## src/rtl/full_adder_bist.sv

```systemverilog
// full_adder_bist: exhaustive 8-vector self-test for a full_adder cell.
// Drives a/b/cin sweeps, checks sum/cout after DUT_LATENCY, reports results.
module full_adder_bist #(
  parameter int DUT_LATENCY = 1,
  parameter int LOOPS       = 1
) (
  input  logic       clk_i,
  input  logic       reset_n_i,
  input  logic       start_i,
  output logic       dut_a_o,
  output logic       dut_b_o,
  output logic       dut_cin_o,
  input  logic       dut_sum_i,
  input  logic       dut_cout_i,
  output logic       busy_o,
  output logic       done_o,
  output logic       pass_o,
  output logic [7:0] fail_count_o,
  output logic       first_fail_vld_o,
  output logic [2:0] first_fail_vec_o
);

  typedef enum logic [1:0] {
    S_IDLE,
    S_DRIVE,
    S_DRAIN,
    S_DONE
  } state_t;

  localparam logic [7:0] LOOP_LAST = 8'(LOOPS - 1);
  localparam logic [1:0] DRAIN_LAST =
    2'((DUT_LATENCY == 0) ? 0 : DUT_LATENCY - 1);
  localparam state_t AFTER_DRIVE =
    (DUT_LATENCY == 0) ? S_DONE : S_DRAIN;

  state_t     state;
  logic [2:0] vec;
  logic [7:0] loop_cnt;
  logic [1:0] drain_cnt;

  logic       accept;
  logic       last_vec;
  logic       cur_vld;
  logic [1:0] cur_gold;
  logic [2:0] nxt_vec;
  logic       chk_vld;
  logic [2:0] chk_vec;
  logic [1:0] chk_gold;
  logic       mism;
  logic       clean_run;

  assign accept   = start_i &&
                    (state == S_IDLE || state == S_DONE);
  assign last_vec = (vec == 3'd7) && (loop_cnt == LOOP_LAST);
  assign nxt_vec  = vec + 3'd1;
  assign cur_vld  = (state == S_DRIVE);
  assign cur_gold = {(vec[0] & vec[1]) | ((vec[0] ^ vec[1]) & vec[2]),
                     ^vec};
  assign busy_o   = (state == S_DRIVE) || (state == S_DRAIN);

  // Check slot: vector, golden pair and valid delayed to meet the response
  if (DUT_LATENCY == 0) begin : g_comb
    assign chk_vld  = cur_vld;
    assign chk_vec  = vec;
    assign chk_gold = cur_gold;
  end else begin : g_pipe
    logic [DUT_LATENCY-1:0] vld_q;
    logic [2:0]             vec_q  [DUT_LATENCY];
    logic [1:0]             gold_q [DUT_LATENCY];

    always_ff @(posedge clk_i or negedge reset_n_i) begin
      if (!reset_n_i) begin
        vld_q <= '0;
        for (int i = 0; i < DUT_LATENCY; i++) begin
          vec_q[i]  <= '0;
          gold_q[i] <= '0;
        end
      end else begin
        vld_q[0]  <= cur_vld;
        vec_q[0]  <= vec;
        gold_q[0] <= cur_gold;
        for (int i = 1; i < DUT_LATENCY; i++) begin
          vld_q[i]  <= vld_q[i-1];
          vec_q[i]  <= vec_q[i-1];
          gold_q[i] <= gold_q[i-1];
        end
      end
    end

    assign chk_vld  = vld_q[DUT_LATENCY-1];
    assign chk_vec  = vec_q[DUT_LATENCY-1];
    assign chk_gold = gold_q[DUT_LATENCY-1];
  end

  assign mism = chk_vld &&
                ({dut_cout_i, dut_sum_i} != chk_gold);
  // The last sample lands on the same edge that enters DONE
  assign clean_run = (fail_count_o == 8'd0) && !mism;

  always_ff @(posedge clk_i or negedge reset_n_i) begin
    if (!reset_n_i) begin
      state            <= S_IDLE;
      vec              <= '0;
      loop_cnt         <= '0;
      drain_cnt        <= '0;
      dut_a_o          <= 1'b0;
      dut_b_o          <= 1'b0;
      dut_cin_o        <= 1'b0;
      done_o           <= 1'b0;
      pass_o           <= 1'b0;
      fail_count_o     <= '0;
      first_fail_vld_o <= 1'b0;
      first_fail_vec_o <= '0;
    end else begin
      if (accept) begin
        fail_count_o     <= '0;
        first_fail_vld_o <= 1'b0;
        first_fail_vec_o <= '0;
        done_o           <= 1'b0;
        pass_o           <= 1'b0;
      end else if (mism) begin
        if (fail_count_o != 8'hff)
          fail_count_o <= fail_count_o + 8'd1;
        if (!first_fail_vld_o) begin
          first_fail_vld_o <= 1'b1;
          first_fail_vec_o <= chk_vec;
        end
      end

      unique case (state)
        S_IDLE, S_DONE: begin
          if (accept) begin
            state    <= S_DRIVE;
            vec      <= '0;
            loop_cnt <= '0;
            {dut_cin_o, dut_b_o, dut_a_o} <= 3'b000;
          end
        end
        S_DRIVE: begin
          if (last_vec) begin
            state     <= AFTER_DRIVE;
            drain_cnt <= '0;
            {dut_cin_o, dut_b_o, dut_a_o} <= 3'b000;
            if (DUT_LATENCY == 0) begin
              done_o <= 1'b1;
              pass_o <= clean_run;
            end
          end else begin
            vec <= nxt_vec;
            {dut_cin_o, dut_b_o, dut_a_o} <= nxt_vec;
            if (vec == 3'd7)
              loop_cnt <= loop_cnt + 8'd1;
          end
        end
        S_DRAIN: begin
          if (drain_cnt == DRAIN_LAST) begin
            state  <= S_DONE;
            done_o <= 1'b1;
            pass_o <= clean_run;
          end else begin
            drain_cnt <= drain_cnt + 2'd1;
          end
        end
        default: state <= S_IDLE;
      endcase
    end
  end

endmodule

```

## config.mk

```make
export PLATFORM = sky130hd
export DESIGN_NAME = full_adder_bist
export DESIGN_NICKNAME = d
export VERILOG_FILES = /design/src/rtl/full_adder_bist.sv
export SDC_FILE = /design/constraint.sdc
export NUM_CORES = 1
export LEC_CHECK = 0
export CORE_MARGIN = 2
export CORE_UTILIZATION = 35
export CTS_CLUSTER_SIZE = 16
export DETAILED_ROUTE_END_ITERATION = 10
export DONT_BUFFER_PORTS = 1
export HOLD_SLACK_MARGIN = 0.1
export PLACE_DENSITY = 0.54
export SLEW_MARGIN = 20
export SYNTH_ARGS = -nofsm -noshare
export SYNTH_HDL_FRONTEND = slang
export SYNTH_SLANG_ARGS = --single-unit
```

## constraint.sdc

```tcl
create_clock -name clk_i -period 2.17 [get_ports clk_i]
set_input_delay 0 -clock clk_i [delete_from_list [all_inputs] [get_ports clk_i]]
set_output_delay 0 -clock clk_i [all_outputs]
set_load 0.01 [all_outputs]
```

Word level (Yosys, flattened, before mapping)

Cells that the tools add are included.

Bits of input ports: 5
Output and inout bits: 18
Word-level logic and storage cells: 95
Flip-flop bits (word level): 38

Multiplexer cells: 35
Reductions and logical operators: 24
Bitwise operators: 4
$add $sub $neg: 4
Equality and inequality tests: 13

Operators with widths:

| operator                                       | count |
|---|---|
| 2-to-1 mux 8 bit                               | 6 |
| adder 8 x 1 -> 8 bit (second input constant)   | 2 |
| zero test 8 bit                                | 2 |
| case mux 8 bit (2 select lines)                | 1 |
| 2-to-1 mux 3 bit                               | 5 |
| 2-to-1 mux 1 bit                               | 12 |
| 2-to-1 mux 2 bit                               | 5 |
| AND reduction 3 bit                            | 3 |
| != test 2 bit (second input constant)          | 4 |
| != test 8 bit (second input constant)          | 1 |
| nonzero test 2 bit                             | 4 |
| != test 2 x 1 -> 1 bit (second input constant) | 3 |
| case mux 1 bit (2 select lines)                | 3 |
| case mux 2 bit (3 select lines)                | 1 |
| case mux 3 bit (2 select lines)                | 1 |
| AND reduction 2 bit                            | 3 |
| equality test 2 bit (second input constant)    | 2 |
| logical AND 1 bit                              | 4 |
| zero test 2 bit                                | 2 |
| case mux 2 bit (2 select lines)                | 1 |
| AND reduction 4 bit                            | 1 |
| adder 3 x 1 -> 3 bit (second input constant)   | 1 |
| equality test 3 bit (second input constant)    | 1 |
| XOR reduction 3 bit                            | 1 |
| other kinds (9)                                | 11 |

Depth between registers and ports, before layout

Gate-level depths: netlist (run 1).

Depth in word-level cells: 6
Gate-level depth with buffers: 7
Depth with buffers taken out: 6

Worst setup path before layout (run 1)

OpenSTA, ideal clock, no wires.

Path kind: register -> register
Start: register vec[0]
End: register drain_cnt[0]
Slack: 0.294 ns
Setup time: 0.126 ns
Buffers on the path: 0
Arrival: 1.750 ns
Cell stages (with the launch flop): 7
Period minus slack after synthesis: 1.876 ns
Path through: dfrtp_1 > ha_1 > ha_1 > nor4b_2 > a21o_1 > nand2_1 > a221o_1

Word-level cells in the longest chain between the ends: 4

Ends and longest elaborated chain:

| element                              | line | text |
|---|---|---|
| start: declaration                   | 37   | `logic [2:0] vec;` |
| start signal: assignment             | 149  | `vec <= nxt_vec;` |
| equality test 3 bit                  | 54   | `assign last_vec = (vec == 3'd7) && (loop_cnt == LOOP_LAST);` |
| logical AND 1 bit                    | 54   |  |
| != test 2 bit (no source line)       | -    |  |
| AND reduction 3 bit (no source line) | -    |  |
| end signal: assignment               | 161  | `drain_cnt <= drain_cnt + 2'd1;` |
| end: declaration                     | 39   | `logic [1:0] drain_cnt;` |

No other way between the ends.
A chain may end at the register's enable or synchronous reset.

Worst setup path after layout (run 1)

Start: register loop_cnt[0]
End: register loop_cnt[7]

Word-level cells in the longest chain between the ends: 4
Elaborated cells on any way between the ends: 8

Ends and longest elaborated chain:

| element                                                                | line    | text |
|---|---|---|
| start: declaration                                                     | 38      | `logic [7:0] loop_cnt;` |
| start signal: assignment                                               | 152     | `loop_cnt <= loop_cnt + 8'd1;` |
| adder 8 x 1 -> 8 bit or zero test 8 bit (tied branches)                | 152, 54 |  |
| 2-to-1 mux 8 bit or logical AND 1 bit (tied branches)                  | 151, 54 |  |
| 2-to-1 mux 8 bit or != test 2 bit (tied branches)                      | -       |  |
| case mux 8 bit (2 select lines) or AND reduction 4 bit (tied branches) | -       |  |

Several ways; a longest one is shown, not always the timed one. The select of a mux whose other input is x is not followed.

==> results by group, run 1 <==
Final layout
  • Ant. Diodes: 0
  • Final nets: 240
  • # fillers: 531
  • Post-layout util: 41.0%
  • Leading cell types in the layout, fill and taps excluded: dfrtp_1, nand2_1, o21ai_0
  • Seq. cell area: 951 sq um
  • Commonest non-fill, non-tap cell in the layout: dfrtp_1
  • Area of the multi-input gates: 1010 sq um
  • Layout cell share with drive strength beyond 1: 8.97%
  • Layout area overhead: 12.0%

Floorplan
  • Starting Density: 36.6%
  • Core footprint: 5570 sq um
  • # rows: 27
  • Total I/O pin count: 23
  • Die height: 80.4 um
  • Die X: 80.4 um
  • Die ar.: 6460 sq um

Clock tree
  • Setup Buffers After CTS: 0
  • CTS tree: yes
  • Sink Count: 38
  • Clock transition at path regs: 70 ps
  • Clock latency on the worst-skew pair: 290 ps
  • H-tree Lvls: 2
  • Clock root buffer: clkbuf_8
  • CTS Buf Count: 5
  • Clock Path Buffers: 2

STA
  • Final setup fails: 0
  • Final worst-path cycle share: 92.6%
  • Max-slew violations: 0
  • Fmax: 0.497 GHz
  • Worst hold margin: 156 ps
  • Setup TNS Final: 0 ps
  • Worst Max-Slew Pin Slew: 457 ps
  • Post-layout min period: 2010 ps
  • Final hold vios: 0
  • Clock Skew: 6.42 ps
  • Unrepaired setup endpoints after global routing: false
  • Relative slew slack: 69.5%

Detailed routing
  • Post-DR wirelength/cell: 15.0 um
  • Vias: 1608
  • Initial DRC Count: 78
  • DRT Pass-1 Iters: 4
  • DRC viols: 0
  • Final wirelength: 4.42 mm
  • DR vias/cell: 5.45
  • Antenna viol nets, final: 0

Critical path
  • Worst Path Required: 2340 ps
  • Worst setup EP type: flip-flop
  • WP data arrival: 2190 ps
  • Worst path top cell family by delay: simple AND/OR/NAND/NOR gates
  • CP peak stage delay: 450 ps
  • Worst path cell trace: inv_1 -> ha_1 -> or4b_1 -> o2111a_1 -> and3_1 -> a221o_1
  • Startpoint Class: flip-flop
  • CP Class: reg -> reg
  • Slowest cell on crit path: or4b_1
  • Largest fanout on the critical path: 7
  • Critical path buffers and inverters: 1

Flow run
  • Max Cap Viol: 0

Global route
  • Met2 usage: 23.2%
  • Initial antenna violation count: 0
  • Met1 usage: 20.9%
  • First-pass GRT wire length: 7.68 mm
  • Met3 Usage GRT: 4.27%
  • Vias in the first global route: 1548
  • Gr busiest metal: met2
  • GR Overflow Total: 0
  • GRT Total Usage: 15.4%
  • Pin count of the biggest net entering global routing: 39

Yosys
  • Syn nets: 228
  • Post-Synthesis Cell Area: 2040 sq um
  • Synthesis Warnings: 0
  • Synth top area cells: dfrtp_1, ha_1, o21ai_0, nand2_1, nand3_1
  • Fraction of registers with async set/reset: 100%
  • Cell taking the most area after synthesis: dfrtp_1
  • Top cell type's share of synthesized area: 46.6%
  • Flops & latches, synth: 38
  • Post-synth cell types: 44
  • Gate Count Post-Synth: 212
  • Seq/Total Area, Yosys: 46.6%
  • EDFF count, synth: 0
  • Mean area per synthesized cell: 9.63 sq um
  • Top FF cell, synth: dfrtp_1

Place
  • # port buffers: 0
  • Gpl congestion: 0.828
  • DP Wirelength: 3.02 mm

Power and ir drop
  • Maximum VDD drop: 0.000310 V
  • Pleak: 1.04 nW
  • Power per Cell Area: 671 nW/um^2
  • Total power: 1.53 mW

Outcome
  • Outcome: finished clean

Hold path
  • HP Class: in -> reg
-- kinds of logic (layout without fill, tap and decap cells) --
kind of cell,after synthesis,in the layout,share of synthesized area [%]
DFF,38,38,46.6
AOI/OAI and AO/OA,56,56,17.6
buffers and inverters,19,30,3.92
xor gates and xnor gates,3,3,1.29
adders and majority gates,11,11,7.11
muxes,5,5,2.51
and+or+nand+nor,80,80,21.0
-- registers in the layout (all words and copies together), names as in the netlist --
signal	cells
drain_cnt	2
pass_o	1
first_fail_vld_o	1
chk_vec	3
chk_gold	2
dut_cin_o	1
state	2
dut_b_o	1
first_fail_vec_o	3
loop_cnt	8
fail_count_o	8
dut_a_o	1
chk_vld	1
done_o	1
vec	3
-- layer usage --
metal  share of wire [%]  vias up
li1                    -      804
met1                  50      760
met2                  43       37
met3                 5.0        7
met4                 1.7        0
met5                   0        -
-- metrics by stage --
step                instances  setup slack [ps]  cell area [sq um]
floorplan                 212               294               2040
global placement          286               214               2160
detailed placement        286               172               2160
CTS                       295               167               2290
global route              295              53.1               2290
finish                    295               160               2290
-- final timing paths --
path | start | endpoint | slack [ps] | depth (start not counted)
max in group asynchronous | reset_n_i | loop_cnt[6]$_DFFE_PN0P_ | 1790 | 2
setup / recovery | loop_cnt[0]$_DFFE_PN0P_ | loop_cnt[7]$_DFFE_PN0P_ | 160 | 6
min in group asynchronous | reset_n_i | fail_count_o[6]$_DFFE_PN0P_ | 180 | 2
hold reg to reg | drain_cnt[1]$_DFFE_PN0P_ | drain_cnt[1]$_DFFE_PN0P_ | 480 | 1
hold / removal | start_i | state[0]$_DFFE_PN0P_ | 160 | 3
setup reg to reg | loop_cnt[0]$_DFFE_PN0P_ | loop_cnt[7]$_DFFE_PN0P_ | 160 | 6
-- area by class of cell --
| class | instances | area share, % |
|---|---|---|
| Multi-Input combinational cell | 155 | 44.2 |
| Sequential cell | 38 | 41.6 |
| Timing Repair Buffer | 12 | 4.70 |
| Tap cell | 72 | 3.94 |
| Clock buffer | 6 | 3.61 |
| Inverter | 12 | 1.97 |
-- power by group --
part | leakage, nW | total [mW] | internal (mW) | switching [mW]
Combinational | 0.556 | 0.169 | 0.0790 | 0.0900
Sequential | 0.442 | 0.878 | 0.758 | 0.120
Clock | 0.0431 | 0.488 | 0.245 | 0.242
Total | 1.04 | 1.53 | 1.08 | 0.453
-- synth_stat cells, types with 2 or more instances --
library cell and number:
dfrtp_1 38, nand2_1 24, o21ai_0 18, nand3_1 16, inv_1 12, a21oi_1 11
ha_1 10, nor2_1 8, a31oi_1 6, clkbuf_1 5, nor3_1 5, and3_1 4
mux2i_1 4, nand2b_1 4, nand4_1 4, a21o_1 3, o211ai_1 3, a221o_1 2
a22o_1 2, and2_1 2, and4_1 2, nor2b_1 2, nor4b_1 2, nor4b_2 2
o31ai_1 2, or4_1 2, xor2_1 2
-- worst reg2reg max path, cell delays in order (launching register included) --
cell and delay, ps:
dfrtp_1 420, inv_1 80, ha_1 150, or4b_1 450, o2111a_1 350, and3_1 190, a221o_1 250
-- repair_timing --
action                                 CTS  global route
resized for setup                        0             0
hold buffers                             3             0
endpoints found under the hold margin   49             0
Note: power is estimated with default switching activity, not from simulation.
==> inputs of run 2 (changes only) <==
--- a/config.mk
+++ b/config.mk
@@ -5,13 +5,14 @@
 export SDC_FILE = /design/constraint.sdc
 export NUM_CORES = 1
 export LEC_CHECK = 0
-export CORE_MARGIN = 2
+export CORE_MARGIN = 5
 export CORE_UTILIZATION = 35
 export CTS_CLUSTER_SIZE = 16
 export DETAILED_ROUTE_END_ITERATION = 10
 export DONT_BUFFER_PORTS = 1
 export HOLD_SLACK_MARGIN = 0.1
-export PLACE_DENSITY = 0.54
+export PLACE_DENSITY = 0.56
+export SETUP_SLACK_MARGIN = 0.05
 export SLEW_MARGIN = 20
 export SYNTH_ARGS = -nofsm -noshare
 export SYNTH_HDL_FRONTEND = slang
==> constraint.sdc (replaced) <==
create_clock -name clk_i -period 1.8 [get_ports clk_i]
set_input_delay 0 -clock clk_i [delete_from_list [all_inputs] [get_ports clk_i]]
set_output_delay 0 -clock clk_i [all_outputs]
set_load 0.01 [all_outputs]
==> results by group, run 2 (synthesis gave the netlist of run 1 again) <==
Floorplan
  • Die X: 86.4 um
  • # rows: 27
  • Die height: 86.4 um
  • Starting Density: 36.6%
  • Total I/O pin count: 23
  • Core footprint: 5570 sq um
  • Die ar.: 7460 sq um

Clock tree
  • Clock transition at path regs: 70 ps
  • CTS tree: yes
  • H-tree Lvls: 2
  • Clock root buffer: clkbuf_8
  • Clock latency on the worst-skew pair: 290 ps
  • Clock Path Buffers: 2
  • CTS Buf Count: 5
  • Sink Count: 38

Final layout
  • Ant. Diodes: 0
  • Seq. cell area: 951 sq um
  • Top flop regs: fail_count_o (8), loop_cnt (8)
  • # fillers: 532
  • Layout area overhead: 27.0%
  • Area of the multi-input gates: 1100 sq um
  • Leading cell types in the layout, fill and taps excluded: dfrtp_1, buf_4, nand2_1
  • Commonest non-fill, non-tap cell in the layout: dfrtp_1
  • Final nets: 269
  • Layout cell share with drive strength beyond 1: 25.3%

STA
  • Worst Max-Slew Pin Slew: 420 ps
  • Relative slew slack: 71.9%
  • Clock Skew: 4.78 ps
  • Setup TNS Final: -127 ps
  • Max-slew violations: 0
  • Final Worst Setup Slack: -83.6 ps
  • Final setup fails: 2
  • Final worst-path cycle share: 105%
  • Post-layout min period: 1880 ps
  • Fmax: 0.531 GHz
  • Final hold vios: 0
  • Unrepaired setup endpoints after global routing: true

Place
  • DP Wirelength: 3.33 mm
  • # port buffers: 0
  • Pre-CTS WS: -117 ps
  • Gpl congestion: 0.784

Detailed routing
  • Final wirelength: 4.81 mm
  • Antenna viol nets, final: 0
  • Vias: 1707
  • DRT Pass-1 Iters: 4
  • Post-DR wirelength/cell: 14.8 um
  • DRC viols: 0
  • Initial DRC Count: 51
  • DR vias/cell: 5.25

Critical path
  • CP Launch Point: loop_cnt[1]$_DFFE_PN0P_
  • CP Class: reg -> reg
  • Worst setup endpoint: loop_cnt[7]$_DFFE_PN0P_
  • Worst Path Required: 1970 ps
  • CP peak stage delay: 450 ps
  • Largest fanout on the critical path: 4
  • WP data arrival: 2050 ps
  • Startpoint Class: flip-flop
  • Start of the worst register-to-register path: loop_cnt[1]$_DFFE_PN0P_
  • Slowest cell on crit path: or4b_4
  • Worst path cell trace: inv_2 -> ha_4 -> or4b_4 -> o2111a_2 -> and3_4 -> a221o_1
  • R2R setup slack: -80 ps
  • Worst setup EP type: flip-flop
  • Crit Reg-Reg Endpoint: loop_cnt[7]$_DFFE_PN0P_
  • Worst R2R Path Depth: 6

Power and ir drop
  • Power per Cell Area: 722 nW/um^2
  • Pleak: 1.19 nW
  • Maximum VDD drop: 0.000425 V

Global route
  • Initial antenna violation count: 0
  • First-pass GRT wire length: 7.79 mm
  • Pin count of the biggest net entering global routing: 39
  • GRT Total Usage: 13.3%
  • GR Overflow Total: 0
  • Vias in the first global route: 1642

Outcome
  • Failing checks: negative setup slack
  • Outcome: finished, violations left

Hold path
  • HP Class: in -> reg

Flow run
  • Max Cap Viol: 0
[run 2: changes by cell type in the layout (fill, tap and decap cells not counted), sizes merged]
cell    change
buf        +29
clkbuf      +1
[run 2: through the flow]
stage / hold slack, ps / power, mW / instance area [sq um] / cells / util (%)
2_1_floorplan: -296 / 1.19 / 2050 / 212 / -
3_3_place_gp: -295 / 1.30 / 2330 / 307 / 41.9
3_5_place_dp: -295 / 1.31 / 2330 / 307 / 41.9
4_1_cts: 113 / 1.90 / 2500 / 318 / 44.8
5_1_grt: 149 / 1.98 / 2590 / 325 / 46.5
6_report: 109 / 1.87 / 2590 / 325 / 46.5
[run 2: area by class of cell]
cell class	count	share of cell area, %
multi-input combinational	155	42.5
tap	72	3.47
clock buffer	7	2.94
inverter	12	1.74
sequential	38	36.7
timing repair buffer	41	12.7
[run 2: worst max-delay path, delay by kind of cell (launching register included)]
kind / cells / cell delay [ps]
buffers and inverters: 1 / 80
adder cells (fa/ha/maj): 1 / 120
AND/OR/NAND/NOR: 2 / 600
AO/OA/AOI/OAI: 2 / 570
flip-flops: 1 / 390
[run 2: where the power goes]
group          switching [mW]  internal (mW)  total [mW]
Combinational           0.187          0.143       0.330
Sequential             0.0786          0.914       0.993
Clock                   0.284          0.267       0.551
[run 2: per-layer routing]
metal | vias up | GRT usage, % | part of all wire (%)
li1 | 858 | - | -
met1 | 818 | 17.0 | 47
met2 | 25 | 20.7 | 47
met3 | 6 | 4.18 | 4.7
met4 | 0 | 5.52 | 1.6
met5 | - | 0 | 0
[run 2: worst min-delay path by stage]
stage / from / to / slack, ps / cells after the start
after global placement: reset_n_i / fail_count_o[6]$_DFFE_PN0P_ / -290 / 0
after global routing: start_i / loop_cnt[5]$_DFFE_PN0P_ / 150 / 4
after detailed placement: reset_n_i / fail_count_o[6]$_DFFE_PN0P_ / -290 / 0
after CTS: start_i / loop_cnt[5]$_DFFE_PN0P_ / 110 / 4
after floorplan: reset_n_i / chk_gold[0]$_DFF_PN0_ / -300 / 0
final: start_i / loop_cnt[5]$_DFFE_PN0P_ / 110 / 4
[run 2: what timing repair did]
item	4_1_cts	5_1_grt
hold endpoints to repair	45	0
setup buffers	1	7
setup endpoints to repair	7	12
hold buffers	3	0
pin swaps	5	5
gates resized for setup	10	10
==> inputs of run 3 (changes only) <==
--- a/config.mk
+++ b/config.mk
@@ -12,6 +12,7 @@
 export DONT_BUFFER_PORTS = 1
 export HOLD_SLACK_MARGIN = 0.1
 export PLACE_DENSITY = 0.56
+export REMOVE_ABC_BUFFERS = 1
 export SETUP_SLACK_MARGIN = 0.05
 export SLEW_MARGIN = 20
 export SYNTH_ARGS = -nofsm -noshare
==> results by group, run 3 (synthesis gave the netlist of run 1 again) <==
Outcome
  • Outcome: finished, violations left
  • Failing checks: negative setup slack

Detailed routing
  • DRT Pass-1 Iters: 4
  • Initial DRC Count: 46
  • Antenna viol nets, final: 0
  • Final wirelength: 4.51 mm
  • DR vias/cell: 5.28
  • Post-DR wirelength/cell: 14.2 um
  • DRC viols: 0
  • Vias: 1675

Clock tree
  • Sink Count: 38
  • Clock transition at path regs: 80 ps
  • CTS tree: yes
  • Clock root buffer: clkbuf_8
  • H-tree Lvls: 2
  • CTS Buf Count: 5
  • Clock latency on the worst-skew pair: 290 ps
  • Clock Path Buffers: 2

STA
  • Final Worst Setup Slack: -77.5 ps
  • Unrepaired setup endpoints after global routing: true
  • Worst hold margin: 152 ps
  • Final hold vios: 0
  • Post-layout min period: 1880 ps
  • Relative slew slack: 73.5%
  • Max-slew violations: 0
  • Fmax: 0.533 GHz
  • Final worst-path cycle share: 104%
  • Final setup fails: 4
  • Clock Skew: 9.16 ps
  • Worst Max-Slew Pin Slew: 396 ps

Final layout
  • Ant. Diodes: 0
  • Fin cells: 317
  • Final nets: 260
  • Post-layout util: 46.4%
  • Seq. cell area: 951 sq um
  • Top flop regs: fail_count_o (8), loop_cnt (8)
  • Area of the multi-input gates: 1100 sq um
  • # fillers: 507
  • Commonest non-fill, non-tap cell in the layout: dfrtp_1
  • Leading cell types in the layout, fill and taps excluded: dfrtp_1, buf_4, nand2_1
  • Layout cell share with drive strength beyond 1: 24.1%
  • Layout area overhead: 26.6%

Floorplan
  • Die ar.: 7460 sq um
  • Starting Density: 36.6%
  • Total I/O pin count: 23
  • Core footprint: 5570 sq um
  • # rows: 27
  • Die X: 86.4 um
  • Die height: 86.4 um

Place
  • DP Wirelength: 3.27 mm
  • Pre-CTS WS: -130 ps
  • # port buffers: 0
  • Gpl congestion: 0.811
  • Inst Count DP: 305

Global route
  • GR Overflow Total: 0
  • Pin count of the biggest net entering global routing: 39
  • First-pass GRT wire length: 7.53 mm
  • Initial antenna violation count: 0
  • GRT Total Usage: 12.7%
  • Vias in the first global route: 1534

Critical path
  • CP Class: reg -> reg
  • Startpoint Class: flip-flop
  • WP data arrival: 2050 ps
  • Largest fanout on the critical path: 5
  • Worst setup EP type: flip-flop
  • Worst Path Required: 1970 ps
  • Worst R2R Path Depth: 6

Power and ir drop
  • Pleak: 1.17 nW
  • Power per Cell Area: 858 nW/um^2
  • Maximum VDD drop: 0.000359 V
  • Total power: 2.22 mW

Flow run
  • Max Cap Viol: 0

Hold path
  • HP Class: in -> async
## run 3: routing by layer
| metal | routed length (um) | track usage [%] |
|---|---|---|
| met3 | 240 | 4.56 |
| met5 | 0 | 0 |
| met1 | 2160 | 16.8 |
| met4 | 44 | 3.40 |
| met2 | 2060 | 19.5 |
## run 3: power breakdown
part	internal, mW	leakage (nW)	switching, mW
registers	0.913	0.442	0.0800
clock network	0.591	0.0714	0.306
logic	0.142	0.660	0.184
## run 3: repair_timing
item | in CTS | in global routing
gates resized for setup | 1 | 20
endpoints found under the setup margin | 7 | 18
pin swaps | 1 | 4
hold buffers | 3 | 0
buffers inserted | 1 | 0
hold endpoints to repair | 51 | 0
## run 3: area by class of cell
| type | instances | area share (%) |
|---|---|---|
| Timing Repair Buffer | 32 | 9.97 |
| Inverter | 12 | 1.74 |
| Multi-Input combinational cell | 155 | 42.5 |
| Sequential cell | 38 | 36.8 |
| Clock inverter | 2 | 2.32 |
| Tap cell | 72 | 3.48 |
| Clock buffer | 6 | 3.19 |
## run 3: per-stage QoR
step / TNS (ps) / area (sq um)
floorplan: -217 / 2010
global placement: -160 / 2310
detailed placement: -376 / 2310
CTS: -226 / 2500
global route: -733 / 2580
finish: -199 / 2580
## run 3: critical path, cell delays in order, from the launching register on
cell      delay (ps)
dfrtp_1          390
inv_2             70
ha_4             120
or4b_4           450
o2111a_2         320
and3_4           160
a221o_1          250
## run 3: worst paths after layout
check	to	slack, ps	start
worst max register to register	loop_cnt[7]$_DFFE_PN0P_	-80	loop_cnt[0]$_DFFE_PN0P_
worst min-delay path	fail_count_o[7]$_DFFE_PN0P_	150	reset_n_i
max in group asynchronous	loop_cnt[6]$_DFFE_PN0P_	1450	reset_n_i
worst max-delay path	loop_cnt[7]$_DFFE_PN0P_	-80	loop_cnt[0]$_DFFE_PN0P_
min in group clk_i	state[0]$_DFFE_PN0P_	190	start_i
worst min register to register	drain_cnt[1]$_DFFE_PN0P_	480	drain_cnt[1]$_DFFE_PN0P_
